<file path="config.mk">
export PLATFORM = sky130hd
export DESIGN_NAME = cordic_sequencer_flat
export DESIGN_NICKNAME = d
export VERILOG_FILES = /design/src/rtl/cordic_sequencer_if.sv /design/src/rtl/cordic_sequencer.sv /design/src/flat_wrapper.sv
export SDC_FILE = /design/constraint.sdc
export NUM_CORES = 1
export LEC_CHECK = 0
export ABC_CLOCK_PERIOD_IN_PS = 4800
export BUFFER_PORTS_ARGS = -buffer_cell sky130_fd_sc_hd__buf_2
export CORE_UTILIZATION = 35
export DETAILED_ROUTE_END_ITERATION = 16
export PLACE_DENSITY = 0.7
export SETUP_SLACK_MARGIN = 0.3
export SYNTH_ARGS = -nofsm -noshare
export SYNTH_HDL_FRONTEND = slang
export SYNTH_SLANG_ARGS = --single-unit
</file>
<file path="constraint.sdc">
create_clock -name clk -period 4.8 [get_ports clk]
set_clock_uncertainty 0.15 [all_clocks]
set_input_delay 0 -clock clk [delete_from_list [all_inputs] [get_ports clk]]
set_output_delay 0 -clock clk [all_outputs]
set_load 0.01 [all_outputs]
</file>
<file path="src/rtl/cordic_sequencer_if.sv">
// Input-vector and result handshakes of the CORDIC sequencer.
// The sequencer connects through the slave modport; the upstream/downstream side uses master.
interface cordic_sequencer_if #(
  parameter int unsigned COORD_DEPTH = 8,
  parameter int unsigned ANGLE_DEPTH = 10
);
  logic                          in_valid;
  logic                          in_ready;
  logic signed [COORD_DEPTH-1:0] x_in;
  logic signed [COORD_DEPTH-1:0] y_in;
  logic                          out_valid;
  logic                          out_ready;
  logic        [ANGLE_DEPTH-1:0] angle_out;
  logic                          out_zero;
  logic                          out_err;

  modport master (
    output in_valid, x_in, y_in, out_ready,
    input  in_ready, out_valid, angle_out, out_zero, out_err
  );

  modport slave (
    input  in_valid, x_in, y_in, out_ready,
    output in_ready, out_valid, angle_out, out_zero, out_err
  );
endinterface

</file>
<file path="src/rtl/cordic_sequencer.sv">
// Sequencer for an iterative CORDIC vectoring stage: pre-rotates into the right half-plane,
// drives the per-iteration index and arctan entry, then normalises the returned angle.
module cordic_sequencer #(
  parameter int unsigned ITERATIONS  = 20,
  parameter int unsigned COORD_DEPTH = 8,
  parameter int unsigned ANGLE_DEPTH = 10
) (
  input  logic                          clk,
  input  logic                          rst,
  cordic_sequencer_if.slave             bus,
  output logic                          cordic_start,
  output logic [4:0]                    cordic_k,
  output logic [ANGLE_DEPTH-1:0]        cordic_LUT_k,
  output logic signed [COORD_DEPTH-1:0] cordic_x,
  output logic signed [COORD_DEPTH-1:0] cordic_y,
  output logic [ANGLE_DEPTH-1:0]        cordic_angle_begin,
  input  logic                          cordic_rdy,
  input  logic [ANGLE_DEPTH-1:0]        cordic_angle
);

  localparam int unsigned TmrW = $clog2(ITERATIONS + 5);

  typedef enum logic [2:0] {StIdle, StIssue, StRun, StWait, StOut} state_e;

  state_e                        state_q;
  logic                          start_q;
  logic [4:0]                    k_q;
  logic [TmrW-1:0]               tmr_q;
  logic signed [COORD_DEPTH-1:0] x_q, y_q;
  logic [ANGLE_DEPTH-1:0]        ang_begin_q;
  logic [ANGLE_DEPTH-1:0]        angle_q;
  logic                          valid_q, zero_q, err_q;

  logic signed [COORD_DEPTH-1:0] x_half, y_half, x_rot, y_rot;
  logic                          x_neg;
  logic                          coords_zero;
  logic [ANGLE_DEPTH-1:0]        angle_norm;

  // Halving first keeps the negation of the most negative input in range.
  always_comb begin
    x_half = $signed(bus.x_in) >>> 1;
    y_half = $signed(bus.y_in) >>> 1;
    x_neg  = x_half[COORD_DEPTH-1];
    x_rot  = x_neg ? -x_half : x_half;
    y_rot  = x_neg ? -y_half : y_half;
  end

  assign coords_zero = (x_q == '0) && (y_q == '0);
  assign angle_norm  = cordic_angle[ANGLE_DEPTH-1] ? cordic_angle + ANGLE_DEPTH'(360)
                                                   : cordic_angle;

  always_ff @(posedge clk or posedge rst) begin
    if (rst) begin
      state_q     <= StIdle;
      start_q     <= 1'b0;
      k_q         <= '0;
      tmr_q       <= '0;
      x_q         <= '0;
      y_q         <= '0;
      ang_begin_q <= '0;
      angle_q     <= '0;
      valid_q     <= 1'b0;
      zero_q      <= 1'b0;
      err_q       <= 1'b0;
    end else begin
      unique case (state_q)
        StIdle: begin
          if (bus.in_valid) begin
            x_q         <= x_rot;
            y_q         <= y_rot;
            ang_begin_q <= x_neg ? ANGLE_DEPTH'(180) : '0;
            angle_q     <= '0;
            zero_q      <= 1'b0;
            err_q       <= 1'b0;
            start_q     <= 1'b1;
            k_q         <= '0;
            state_q     <= StIssue;
          end
        end
        StIssue: begin
          start_q <= 1'b0;
          k_q     <= '0;
          tmr_q   <= TmrW'(1);
          state_q <= StRun;
        end
        StRun: begin
          tmr_q <= tmr_q + TmrW'(1);
          if (k_q == 5'(ITERATIONS - 1)) begin
            k_q     <= '0;
            state_q <= StWait;
          end else begin
            k_q <= k_q + 5'd1;
          end
        end
        StWait: begin
          tmr_q <= tmr_q + TmrW'(1);
          if (cordic_rdy) begin
            angle_q <= coords_zero ? '0 : angle_norm;
            zero_q  <= coords_zero;
            err_q   <= 1'b0;
            valid_q <= 1'b1;
            state_q <= StOut;
          end else if (tmr_q == TmrW'(ITERATIONS + 3)) begin
            // Iteration stage never answered: report an error with a zero angle.
            angle_q <= '0;
            zero_q  <= coords_zero;
            err_q   <= 1'b1;
            valid_q <= 1'b1;
            state_q <= StOut;
          end
        end
        StOut: begin
          if (bus.out_ready) begin
            valid_q <= 1'b0;
            state_q <= StIdle;
          end
        end
        default: state_q <= StIdle;
      endcase
    end
  end

  always_comb begin
    cordic_LUT_k = '0;
    case (cordic_k)
      5'd0:    cordic_LUT_k = ANGLE_DEPTH'(45);
      5'd1:    cordic_LUT_k = ANGLE_DEPTH'(27);
      5'd2:    cordic_LUT_k = ANGLE_DEPTH'(14);
      5'd3:    cordic_LUT_k = ANGLE_DEPTH'(7);
      5'd4:    cordic_LUT_k = ANGLE_DEPTH'(4);
      5'd5:    cordic_LUT_k = ANGLE_DEPTH'(2);
      5'd6:    cordic_LUT_k = ANGLE_DEPTH'(1);
      default: cordic_LUT_k = '0;
    endcase
  end

  assign bus.in_ready       = (state_q == StIdle);
  assign bus.out_valid      = valid_q;
  assign bus.angle_out      = angle_q;
  assign bus.out_zero       = zero_q;
  assign bus.out_err        = err_q;
  assign cordic_start       = start_q;
  assign cordic_k           = k_q;
  assign cordic_x           = x_q;
  assign cordic_y           = y_q;
  assign cordic_angle_begin = ang_begin_q;

endmodule

</file>
<file path="src/flat_wrapper.sv">
// flat-port wrapper written by rule: the top's interface ports become plain ports
module cordic_sequencer_flat 
#(
  parameter int unsigned ITERATIONS  = 20,
  parameter int unsigned COORD_DEPTH = 8,
  parameter int unsigned ANGLE_DEPTH = 10
)
  (clk, rst, cordic_start, cordic_k, cordic_LUT_k, cordic_x, cordic_y, cordic_angle_begin, cordic_rdy, cordic_angle, bus_in_valid, bus_x_in, bus_y_in, bus_out_ready, bus_in_ready, bus_out_valid, bus_angle_out, bus_out_zero, bus_out_err);
  cordic_sequencer_if #(.COORD_DEPTH(COORD_DEPTH), .ANGLE_DEPTH(ANGLE_DEPTH)) bus_i ();
  input  logic clk;
  input  logic rst;
  output logic cordic_start;
  output logic [4:0] cordic_k;
  output logic [ANGLE_DEPTH-1:0] cordic_LUT_k;
  output logic signed [COORD_DEPTH-1:0] cordic_x;
  output logic signed [COORD_DEPTH-1:0] cordic_y;
  output logic [ANGLE_DEPTH-1:0] cordic_angle_begin;
  input  logic cordic_rdy;
  input  logic [ANGLE_DEPTH-1:0] cordic_angle;
  input wire logic [$bits(bus_i.in_valid)-1:0] bus_in_valid;
  input wire logic [$bits(bus_i.x_in)-1:0] bus_x_in;
  input wire logic [$bits(bus_i.y_in)-1:0] bus_y_in;
  input wire logic [$bits(bus_i.out_ready)-1:0] bus_out_ready;
  output wire logic [$bits(bus_i.in_ready)-1:0] bus_in_ready;
  output wire logic [$bits(bus_i.out_valid)-1:0] bus_out_valid;
  output wire logic [$bits(bus_i.angle_out)-1:0] bus_angle_out;
  output wire logic [$bits(bus_i.out_zero)-1:0] bus_out_zero;
  output wire logic [$bits(bus_i.out_err)-1:0] bus_out_err;
  assign bus_i.in_valid = bus_in_valid;
  assign bus_i.x_in = bus_x_in;
  assign bus_i.y_in = bus_y_in;
  assign bus_i.out_ready = bus_out_ready;
  assign bus_in_ready = bus_i.in_ready;
  assign bus_out_valid = bus_i.out_valid;
  assign bus_angle_out = bus_i.angle_out;
  assign bus_out_zero = bus_i.out_zero;
  assign bus_out_err = bus_i.out_err;
  cordic_sequencer #(.ITERATIONS(ITERATIONS), .COORD_DEPTH(COORD_DEPTH), .ANGLE_DEPTH(ANGLE_DEPTH)) u_core (.clk(clk), .rst(rst), .bus(bus_i), .cordic_start(cordic_start), .cordic_k(cordic_k), .cordic_LUT_k(cordic_LUT_k), .cordic_x(cordic_x), .cordic_y(cordic_y), .cordic_angle_begin(cordic_angle_begin), .cordic_rdy(cordic_rdy), .cordic_angle(cordic_angle));
endmodule
</file>
Yosys cells after proc, flatten, opt, wreduce, memory -nomap -nowiden
Index checks and enable logic that the tools add are counted.
- register bits: 53
- latch bits: 0
- bits in writable memories: 0
- bits in read-only memories: 0
- bits of input ports: 31
- output and inout bits: 56
- logic and storage cells: 81
- memories: 0
- $add $sub $neg: 5
- multiply operators: 0
- div/mod/pow operators: 0
- $lt $le $gt $ge: 0
- equality and inequality tests: 16
- shifts and indexed selects: 0
- mux-type cells: 32
- bitwise gates (word level): 0
- reductions and logical operators: 17
- operators with widths (kind ; count):
    $mux W10 ; 5
    $pmux W6 S7 ; 1
    $mux W8 ; 3
    $pmux W10 S2 ; 1
    $logic_not A8 Y1 ; 2
    $neg A7 Y8 ; 2
    $eq A5 B3 Y1 const B ; 3
    $mux W3 ; 5
    $pmux W3 S5 ; 1
    $pmux W5 S3 ; 1
    $add A10 B9 Y10 const B ; 1
    $add A5 B1 Y5 const B ; 2
    $eq A5 B2 Y1 const B ; 2
    $eq A5 B5 Y1 const B ; 2
    $mux W5 ; 2
    $pmux W5 S2 ; 1
    $mux W1 ; 8
    $pmux W1 S2 ; 4
    $reduce_bool A2 Y1 ; 4
    $eq A3 B2 Y1 const B ; 2
    $reduce_and A2 Y1 ; 3
    $reduce_and A3 Y1 ; 2
    $eq A5 B1 Y1 const B ; 1
    $logic_not A5 Y1 ; 1
    10 further kinds ; 11

Longest topological paths before layout
Gate-level depths: netlist of the first run.
- depth in word-level cells: 5
- gate-level depth with buffers: 6
- depth with buffers taken out: 6

Worst setup path before layout of the first run
Ideal clock, no wire load.
- kind: flip-flop to flip-flop
- from: register u_core.tmr_q[0]
- to: register u_core.angle_q[9], in the netlist u_core.bus.angle_out[9]
- library setup time: 121 ps
- data arrival time: 1443 ps
- required time: 4529 ps
- slack: 3086 ps
- cell stages (with the launch flop): 7
- path buffers: 1
- clock period less this slack: 1714 ps
- cell sequence: dfrtp_1 ha_1 and4b_4 nor2_2 o31a_1 buf_6 a22o_1
- cells in the longest elaborated chain, start to end: 3
- RTL lines (item ; line ; RTL):
    from (decl) ; cordic_sequencer.sv:28 ; logic [TmrW-1:0] tmr_q;
    from (signal assigned) ; cordic_sequencer.sv:83 ; tmr_q <= TmrW'(1);
    from (signal assigned) ; cordic_sequencer.sv:87 ; tmr_q <= tmr_q + TmrW'(1);
    from (signal assigned) ; cordic_sequencer.sv:96 ; tmr_q <= tmr_q + TmrW'(1);
    $eq A5 B5 Y1 ; cordic_sequencer.sv:103 ; end else if (tmr_q == TmrW'(ITERATIONS + 3)) begin
    $ne A3 B2 Y1 (no source line) ; n/a ;
    $reduce_and A3 Y1 (no source line) ; n/a ;
    to (signal assigned) ; cordic_sequencer.sv:98 ; angle_q <= coords_zero ? '0 : angle_norm;
    to (decl) ; cordic_sequencer.sv:31 ; logic [ANGLE_DEPTH-1:0] angle_q;
No other way between the ends.
A chain may end at the register's enable or synchronous reset.

Final worst setup path of the first run
- from: register u_core.state_q[2]
- to: register u_core.x_q[6], in the netlist u_core.cordic_x[6]
- cells in the longest elaborated chain, start to end: 2
- RTL lines (item ; line ; RTL):
    from (decl) ; cordic_sequencer.sv:25 ; state_e state_q;
    from (signal assigned) ; cordic_sequencer.sv:54 ; state_q <= StIdle;
    from (signal assigned) ; cordic_sequencer.sv:77 ; state_q <= StIssue;
    from (signal assigned) ; cordic_sequencer.sv:84 ; state_q <= StRun;
    $logic_not A3 Y1 ; cordic_sequencer.sv:66 ; unique case (state_q)
    $reduce_and A2 Y1 (no source line) ; n/a ;
    to (signal assigned) ; cordic_sequencer.sv:69 ; x_q <= x_rot;
    to (decl) ; cordic_sequencer.sv:29 ; logic signed [COORD_DEPTH-1:0] x_q, y_q;
No other way between the ends.

==> flow_summary.yaml, run 1 <==
timing:
  period_share_pct: 51.1
  tightest_slew_ns: 0.930
  finalHoldViolations: 0
  drv_slew: 0
  setup_violations: 0
  slew_headroom_pct: 38.0
  rsz0062_at_grt: "no"
  max_freq_ghz: 0.408
  period_needed_ns: 2.45
  setup_tns_ns: 0
  setup_slack_ns: 2.35
global_route:
  grt_max_degree: 45
  grt_util_met3_pct: 3.33
  grt_first_pass_wirelength_um: 9950
  grt.total_usage_pct: 16.9
  gr-usage-met1_pct: 21.3
  grt.met2_usage_pct: 28.7
  busiest_layer: "met2"
  grt_pass1_vias: 2107
  antenna_found_initial: 0
  gr-total-overflow: 0
worst_setup_path:
  crit_cells: 4
  crit_end: "u_core.cordic_x[6]"
  worstRegToRegCells: 4
  r2r_end: "u_core.cordic_x[6]"
  cp_top_family: "simple AND/OR/NAND/NOR gates"
  r2r-start: "u_core.state_q[2]"
  cp-start-kind: "flop"
  critical_path.max_fanout: 31
  cp-startpoint: "u_core.state_q[2]"
  arrival_ns: 2.54
  crit_type: "flop to flop"
  slowest_delay_ns: 0.59
  rrSetupSlack_ns: 2.35
  cp.required_ns: 4.89
  critical_path.cell_chain: "nor3_2 -> nand2_2 -> o41ai_2 -> dlygate4sd3_1"
  crit_slowest_cell: "dlygate4sd3_1"
  endpoint_kind: "flop"
  critPathBufInv: 1
power_and_ir_drop:
  p_clk_share_pct: 17.0
  p_int_uw: 1010
  p_switching_uw: 685
  power.density_nw_per_um2: 513
  peakVddDrop_v: 0.000232
  comb_power_share_pct: 43.8
  switching_share_pct: 40.5
  p_leak_uw: 0.00162
  seq_power_share_pct: 39.1
floorplan:
  rows: 30
  die-area_um2: 7520
  dieWidth_um: 86.7
  start_util_pct: 36.6
  core_area_um2: 6870
  die_h_um: 86.7
  ios: 87
drt:
  via_per_inst: 4.89
  wire_per_inst_um: 12.9
  firstDrtPassIters: 4
  via_count: 2226
  dr.first_iter.drc_count: 108
  drcViolationCount: 0
  antenna_left: 0
  routed_wl_um: 5870
clock_network:
  clock_path_buffers: 2
  cts.clk_slew.worst_paths_ns: 0.09
  cts-root-buf: "clkbuf_8"
  htree_num_levels: 2
  tritoncts: "built"
  clk_latency_ns: 0.30
  cts_resized: 0
  clkSinkCount: 44
  numCtsBuffers: 5
layout:
  drive_gt1_share_pct: 26.7
  final_nets: 397
  layout_commonest_cell: "buf_2"
  final_core_util_pct: 48.0
  area_growth_pct: 31.4
  diodes: 0
  fillers: 671
  final_cell_mix: "74 x buf_2, 44 x dfrtp_1, 33 x dlygate4sd3_1, 28 x nand2_1, 20 x o21ai_0"
synth:
  syn_area_um2: 2510
  avgSynthCellArea_um2: 9.58
  synth_async_sr_flop_share_pct: 100
  synth_cell_types: 55
  synth-main-ff-cell: "dfrtp_1"
  ys_seq_elements: 44
  ys_seq_area_share_pct: 43.8
  netlist_instances: 262
  ys.warnings.count: 0
  synth_edf_count: 0
place:
  io_buffers: 74
  pre_cts_slack_ns: 2.59
  gp_congestion: 0.732
  dp.final_hpwl_um: 3930
hold_path:
  hp-class: "input pin to flop"
run:
  drv_cap: 0
run_status:
  outcome: "completed"
[routing by layer]
layer | share of wire (%) | vias to the layer above | routed length [um]
met2 | 48 | 74 | 2840
met4 | 2.1 | 0 | 122
met1 | 46 | 1044 | 2680
li1 | - | 1095 | -
met3 | 3.9 | 13 | 231
met5 | 0 | - | 0
[synthesized netlist by cell type (all sizes together) (6+ instances only)]
| cell | n | share of area, % |
|---|---|---|
| ha | 8 | 4.0 |
| a22o | 14 | 5.0 |
| nor4 | 6 | 1.5 |
| nand2 | 29 | 4.4 |
| xor2 | 7 | 2.4 |
| nor2 | 11 | 1.7 |
| nor3 | 9 | 2.0 |
| dfrtp | 44 | 44 |
| xnor2 | 7 | 2.4 |
| buf | 19 | 5.9 |
| inv | 13 | 1.9 |
| clkbuf | 8 | 1.2 |
| o31ai | 6 | 2.0 |
| o21ai | 24 | 4.8 |
[state kept, by name (all words and copies together), names as in the netlist]
register	cells
u_core.tmr_q	5
u_core.state_q	3
u_core.bus.out_err	1
u_core.cordic_x	8
u_core.bus.out_valid	1
u_core.cordic_k	5
u_core.cordic_y	8
u_core.bus.angle_out	10
u_core.cordic_angle_begin	1
u_core.bus.out_zero	1
u_core.cordic_start	1
[kinds of logic (layout without fill, tap and decap cells)]
family	Yosys count	after routing	share of synthesized area (%)
simple gates	85	85	17.7
compound gates	66	66	18.8
fa+ha+maj	8	8	3.99
buf+inv	40	128	9.02
flops	44	44	43.8
mux	4	4	1.64
other cells	1	10	0.149
xor+xnor	14	14	4.88
[worst min-delay path by stage]
stage                              endpoint            start  slack [ns]  cells past startpoint
floorplan                u_core.cordic_x[6]      bus_x_in[6]       -0.06                      1
finish              u_core.bus.angle_out[8]  cordic_angle[9]        0.02                      4
CTS                 u_core.bus.angle_out[8]  cordic_angle[9]       0.003                      4
global route        u_core.bus.angle_out[7]  cordic_angle[9]        0.06                      4
global placement          u_core.state_q[2]    bus_out_ready        0.06                      2
detailed placement       u_core.cordic_x[6]      bus_x_in[6]        0.07                      2
[layout make-up]
cell class              count  area, um2  share of cell area (%)
inverters                  13       48.8                    1.48
multi-input cells         187       1220                    36.9
repair buffers            107        701                    21.2
clock buffers               5       68.8                    2.09
clock inverters             3       42.5                    1.29
well taps                  96        120                    3.64
flip-flops and latches     44       1100                    33.4
[power by group through the flow]
stage / sequential, uW / combinational, uW / clock [uW]
global placement: 660 / 706 / 0
finish: 662 / 741 / 288
detailed placement: 667 / 724 / 0
global route: 684 / 834 / 311
floorplan: 668 / 492 / 0
CTS: 661 / 749 / 294
[stage by stage]
stage	hold WS [ns]	power (uW)	instances	instance area, um2
after floorplan	-0.0571	1160	271	2540
after CTS	0.00334	1700	455	3300
final	0.0156	1690	455	3300
after global routing	0.0599	1830	455	3300
after global placement	0.0591	1370	414	2860
after detailed placement	0.0685	1390	414	2860
[worst min-delay path: stages]
cell and delay (ns):
buf_2 0.14, o21ai_0 0.10, xor2_1 0.07, o2bb2ai_1 0.11
[what timing repair did]
| action | 4_1_cts | 5_1_grt |
|---|---|---|
| hold endpoints to repair | 75 | 0 |
| setup buffers | 0 | 0 |
| hold buffers | 33 | 0 |
Power figures use the tool's default switching activity.
==> inputs of run 2 (changes only) <==
ABC_CLOCK_PERIOD_IN_PS = 2400   (was 4800)
clock period = 2.4 ns   (was 4.8 ns; I/O delays follow)
==> run 2 against run 1 <==
- register-to-register slack worse by 1.8 ns
- non-clock buffer count down 2
- utilization down 0.29 points
- power up 99%
- largest cell class unchanged
==> flow_summary.yaml, run 2 (synthesized netlist as in run 1, its figures left out) <==
timing:
  setup_tns_ns: 0
  max_freq_ghz: 0.526
  period_needed_ns: 1.90
  tightest_slew_ns: 0.920
  setup_violations: 0
  rsz0062_at_grt: "no"
  period_share_pct: 79.2
  slew_headroom_pct: 38.7
  drv_slew: 0
  finalHoldViolations: 0
power_and_ir_drop:
  peakVddDrop_v: 0.000475
  power.density_nw_per_um2: 1030
  p_leak_uw: 0.00161
worst_setup_path:
  crit_type: "flop to flop"
  crit_slowest_cell: "dfrtp_1"
  critical_path.max_fanout: 12
  r2r_end: "u_core.bus.angle_out[3]"
  cp_top_family: "compound AO/OA/AOI/OAI gates"
  critPathBufInv: 0
  endpoint_kind: "flop"
  arrival_ns: 1.94
  worstRegToRegCells: 5
  cp.required_ns: 2.44
  crit_cells: 5
  critical_path.cell_chain: "ha_1 -> and4b_4 -> nor2_2 -> o31a_1 -> a22o_2"
  rrSetupSlack_ns: 0.50
  r2r-start: "u_core.tmr_q[0]"
  slowest_delay_ns: 0.40
  cp-start-kind: "flop"
clock_network:
  numCtsBuffers: 5
  htree_num_levels: 2
  clock_path_buffers: 2
  clkSinkCount: 44
  cts.clk_slew.worst_paths_ns: 0.09
  postCtsSetupBuffers: 0
  tritoncts: "built"
  cts-root-buf: "clkbuf_8"
  clk_latency_ns: 0.29
place:
  dp.final_hpwl_um: 3860
  place_inst: 416
  gp_congestion: 0.762
  io_buffers: 74
floorplan:
  ios: 87
  dieWidth_um: 86.7
  core_area_um2: 6870
  die-area_um2: 7520
  start_util_pct: 36.6
  die_h_um: 86.7
  rows: 30
drt:
  highest_layer: "met4"
  antenna_left: 0
  wl_met3_um: 240
  dr.first_iter.drc_count: 106
  wl_met2_um: 2640
  met1_length_um: 2590
  drcViolationCount: 0
  routed_wl_um: 5580
  via_per_inst: 4.81
  via_count: 2180
  wire_per_inst_um: 12.3
  firstDrtPassIters: 4
layout:
  diodes: 0
  largest_reg_flops: 10
  final_nets: 395
  final_cell_mix: "74 x buf_2, 44 x dfrtp_1, 29 x dlygate4sd3_1, 28 x nand2_1, 20 x o21ai_0"
  area_growth_pct: 30.6
  final_cell_count_no_fill: 453
  layout_commonest_cell: "buf_2"
  drive_gt1_share_pct: 27.7
global_route:
  grt_pass1_vias: 2113
  antenna_found_initial: 0
  grt_max_degree: 45
  gr-total-overflow: 0
  grt.total_usage_pct: 16.1
  grt_first_pass_wirelength_um: 9570
hold_path:
  hold_path_depth: 3
  hp-class: "input pin to flop"
  hold_end: "u_core.bus.angle_out[3]"
  worstHoldStart: "cordic_angle[9]"
run:
  drv_cap: 0
run_status:
  outcome: "completed"
## run 2: final cells by class
cell class	instances	area, um2
timing repair buffer	105	676
clock inverter	3	42.5
fill	673	3590
inverter	13	48.8
clock buffer	5	68.8
multi-input combinational	187	1220
sequential	44	1100
tap	96	120
## run 2: worst reg2reg max path: stages, from the launching register on
cell and delay (ns):
dfrtp_1 0.40, ha_1 0.22, and4b_4 0.28, nor2_2 0.05
o31a_1 0.40, a22o_2 0.32
## run 2: where the power goes
part           internal [uW]  switching, uW  total (uW)
registers               1030            286        1310
logic                    682            810        1490
clock network            308            252         560
total                   2020           1350        3360
## run 2: what timing repair did
item / in CTS / in global routing
gates resized for setup: 0 / 1
hold endpoints to repair: 75 / 0
hold buffers: 30 / 0
endpoints found under the setup margin: 0 / 1
## run 2: worst max-delay path by stage
stage	start	to	slack, ns
3_3_place_gp	u_core.tmr_q[0]	u_core.bus.angle_out[2]	0.53
6_report	u_core.tmr_q[0]	u_core.bus.angle_out[3]	0.50
2_1_floorplan	u_core.tmr_q[0]	u_core.bus.angle_out[9]	0.69
3_5_place_dp	u_core.tmr_q[0]	u_core.bus.angle_out[3]	0.48
5_1_grt	u_core.cordic_k[0]	cordic_LUT_k[0]	0.33
4_1_cts	bus_x_in[4]	u_core.cordic_x[5]	0.37
## run 2: through the flow
step                      instance area, um2  hold slack (ns)  utilization, %  setup slack, ns  power, uW
after floorplan                         2540          -0.0571               -            0.686       2320
after global routing                    3280           0.0206            47.7            0.329       3670
after CTS                               3280           0.0102            47.8            0.366       3400
after global placement                  2870           0.0627            41.8            0.531       2750
final                                   3280           0.0112            47.7            0.500       3360
after detailed placement                2870           0.0684            41.8            0.482       2790
## run 2: metal layers
metal / vias to the layer above / global-route usage [%]
met5: - / 0
met4: 0 / 5.45
met3: 12 / 2.38
met2: 68 / 27.0
met1: 1014 / 21.3
li1: 1086 / -
==> inputs of run 3 (changes only) <==
ABC_CLOCK_PERIOD_IN_PS = 1650   (was 2400)
PLACE_DENSITY = 0.73   (was 0.7)
clock period = 1.65 ns   (was 2.4 ns; I/O delays follow)
==> run 3 against run 2 <==
- the flow now finishes with violations (negative hold slack, negative setup slack)
- cell area grew 39%
- sequential cell count stayed put
- die area stayed put
- count of clock-buffer cells in the layout up 1
- critical path depth unchanged
- hold slack got worse by 0.019 ns
- combinational power grew to 3.2 times the previous value
- cell count up 15%
- global-route usage rose by 4.6 points
- clock power rose by 26%
- sequential power increased by 47%
- wire length is 44% higher
- largest cell class unchanged
==> flow_summary.yaml, run 3 (synthesized netlist as in run 1, its figures left out) <==
global_route:
  grt_max_degree: 20
  grt_first_pass_wirelength_um: 12100
  grt.total_usage_pct: 20.6
  gr-total-overflow: 0
  antenna_found_initial: 0
  grt_pass1_vias: 2611
place:
  placed_cell_area_um2: 3230
  place_inst: 446
  io_buffers: 74
  dp.final_hpwl_um: 4610
  gp_congestion: 0.765
clock_network:
  numCtsBuffers: 5
  cts-root-buf: "clkbuf_8"
  clkSinkCount: 44
  clk_latency_ns: 0.30
  cts.clk_slew.worst_paths_ns: 0.09
  clock_path_buffers: 2
  htree_num_levels: 2
  tritoncts: "built"
layout:
  stdcell_area_um2: 4550
  drive_gt1_share_pct: 58.0
  final_cell_count_no_fill: 520
  final_cell_mix: "73 x buf_2, 37 x dfrtp_1, 36 x buf_4, 28 x dlygate4sd3_1, 23 x buf_6"
  final_core_util_pct: 66.2
  diodes: 0
  area_growth_pct: 81.0
  largest_reg_flops: 10
  layout_commonest_cell: "buf_2"
  final_nets: 462
run:
  drv_cap: 0
drt:
  antenna_left: 0
  wire_per_inst_um: 15.5
  drcViolationCount: 0
  dr.first_iter.drc_count: 76
  routed_wl_um: 8050
  firstDrtPassIters: 4
  via_per_inst: 5.04
  via_count: 2622
timing:
  setup_slack_ns: -0.0541
  finalHoldViolations: 1
  setup_violations: 9
  drv_slew: 0
  rsz0062_at_grt: "yes"
  max_freq_ghz: 0.587
  setup_tns_ns: -0.244
  whs_ns: -0.00743
  period_share_pct: 103
  period_needed_ns: 1.70
worst_setup_path:
  arrival_ns: 1.74
  cp.required_ns: 1.69
  cp-start-kind: "flop"
  critical_path.max_fanout: 6
  crit_type: "flop to flop"
  endpoint_kind: "flop"
floorplan:
  die_h_um: 86.7
  die-area_um2: 7520
  dieWidth_um: 86.7
  start_util_pct: 36.6
  rows: 30
  ios: 87
  core_area_um2: 6870
power_and_ir_drop:
  p_leak_uw: 0.00219
  peakVddDrop_v: 0.000875
  power.density_nw_per_um2: 1620
run_status:
  violations: "negative hold slack, negative setup slack"
  outcome: "finished with violations"
hold_path:
  hp-class: "input pin to flop"
run 3: worst max-delay path, cell delays in order (launching register included):
cell	delay, ns
dfrtp_1	0.37
ha_2	0.18
and4b_4	0.26
nor2_4	0.05
o31a_4	0.32
a22o_4	0.25
run 3: final timing paths:
path | startpoint | end | slack, ns | cells past startpoint
hold / removal | cordic_rdy | u_core.state_q[1] | -0.007 | 5
min in group asynchronous | rst | u_core.cordic_k[4] | 0.10 | 3
hold reg to reg | u_core.bus.angle_out[1] | u_core.bus.angle_out[1] | 0.36 | 1
setup / recovery | u_core.tmr_q[1] | u_core.bus.angle_out[3] | -0.05 | 5
setup reg to reg | u_core.tmr_q[1] | u_core.bus.angle_out[3] | -0.05 | 5
max in group asynchronous | rst | u_core.state_q[0] | 0.71 | 4
run 3: what timing repair did:
item	CTS	global route
buffers inserted	24	9
pin swaps	38	33
gates cloned	3	1
hold buffers	29	0
gates resized for setup	80	60
endpoints found under the hold margin	74	0
setup endpoints to repair	43	50
run 3: report_power, final:
part | switching, uW | leakage [uW] | internal [uW]
Clock | 371 | 0.0000510 | 334
Combinational | 2180 | 0.00158 | 2540
Sequential | 411 | 0.000555 | 1500
Total | 2970 | 0.00219 | 4370
run 3: stage by stage:
stage / setup WS (ns) / hold WS, ns / total power (uW)
after floorplan: -0.0608 / -0.0571 / 3670
after global placement: -0.0777 / -0.128 / 4660
after detailed placement: -0.185 / -0.125 / 4750
after CTS: -0.0286 / 0.00301 / 6510
after global routing: -0.0804 / -0.00621 / 7770
final: -0.0541 / -0.00743 / 7340
run 3: layout make-up:
| cell class | count | area [um2] |
|---|---|---|
| clock buffer | 6 | 82.6 |
| fill | 514 | 2320 |
| multi-input combinational | 188 | 1770 |
| inverter | 13 | 53.8 |
| sequential | 44 | 1110 |
| clock inverter | 2 | 10.0 |
| timing repair buffer | 171 | 1400 |
| tap | 96 | 120 |
run 3: layer usage:
metal,vias to the layer above,share of wire [%],track usage [%]
li1,1234,-,-
met1,1299,40,23.7
met2,70,54,38.5
met3,19,3.5,3.52
met4,0,2.2,7.42
met5,-,0,0
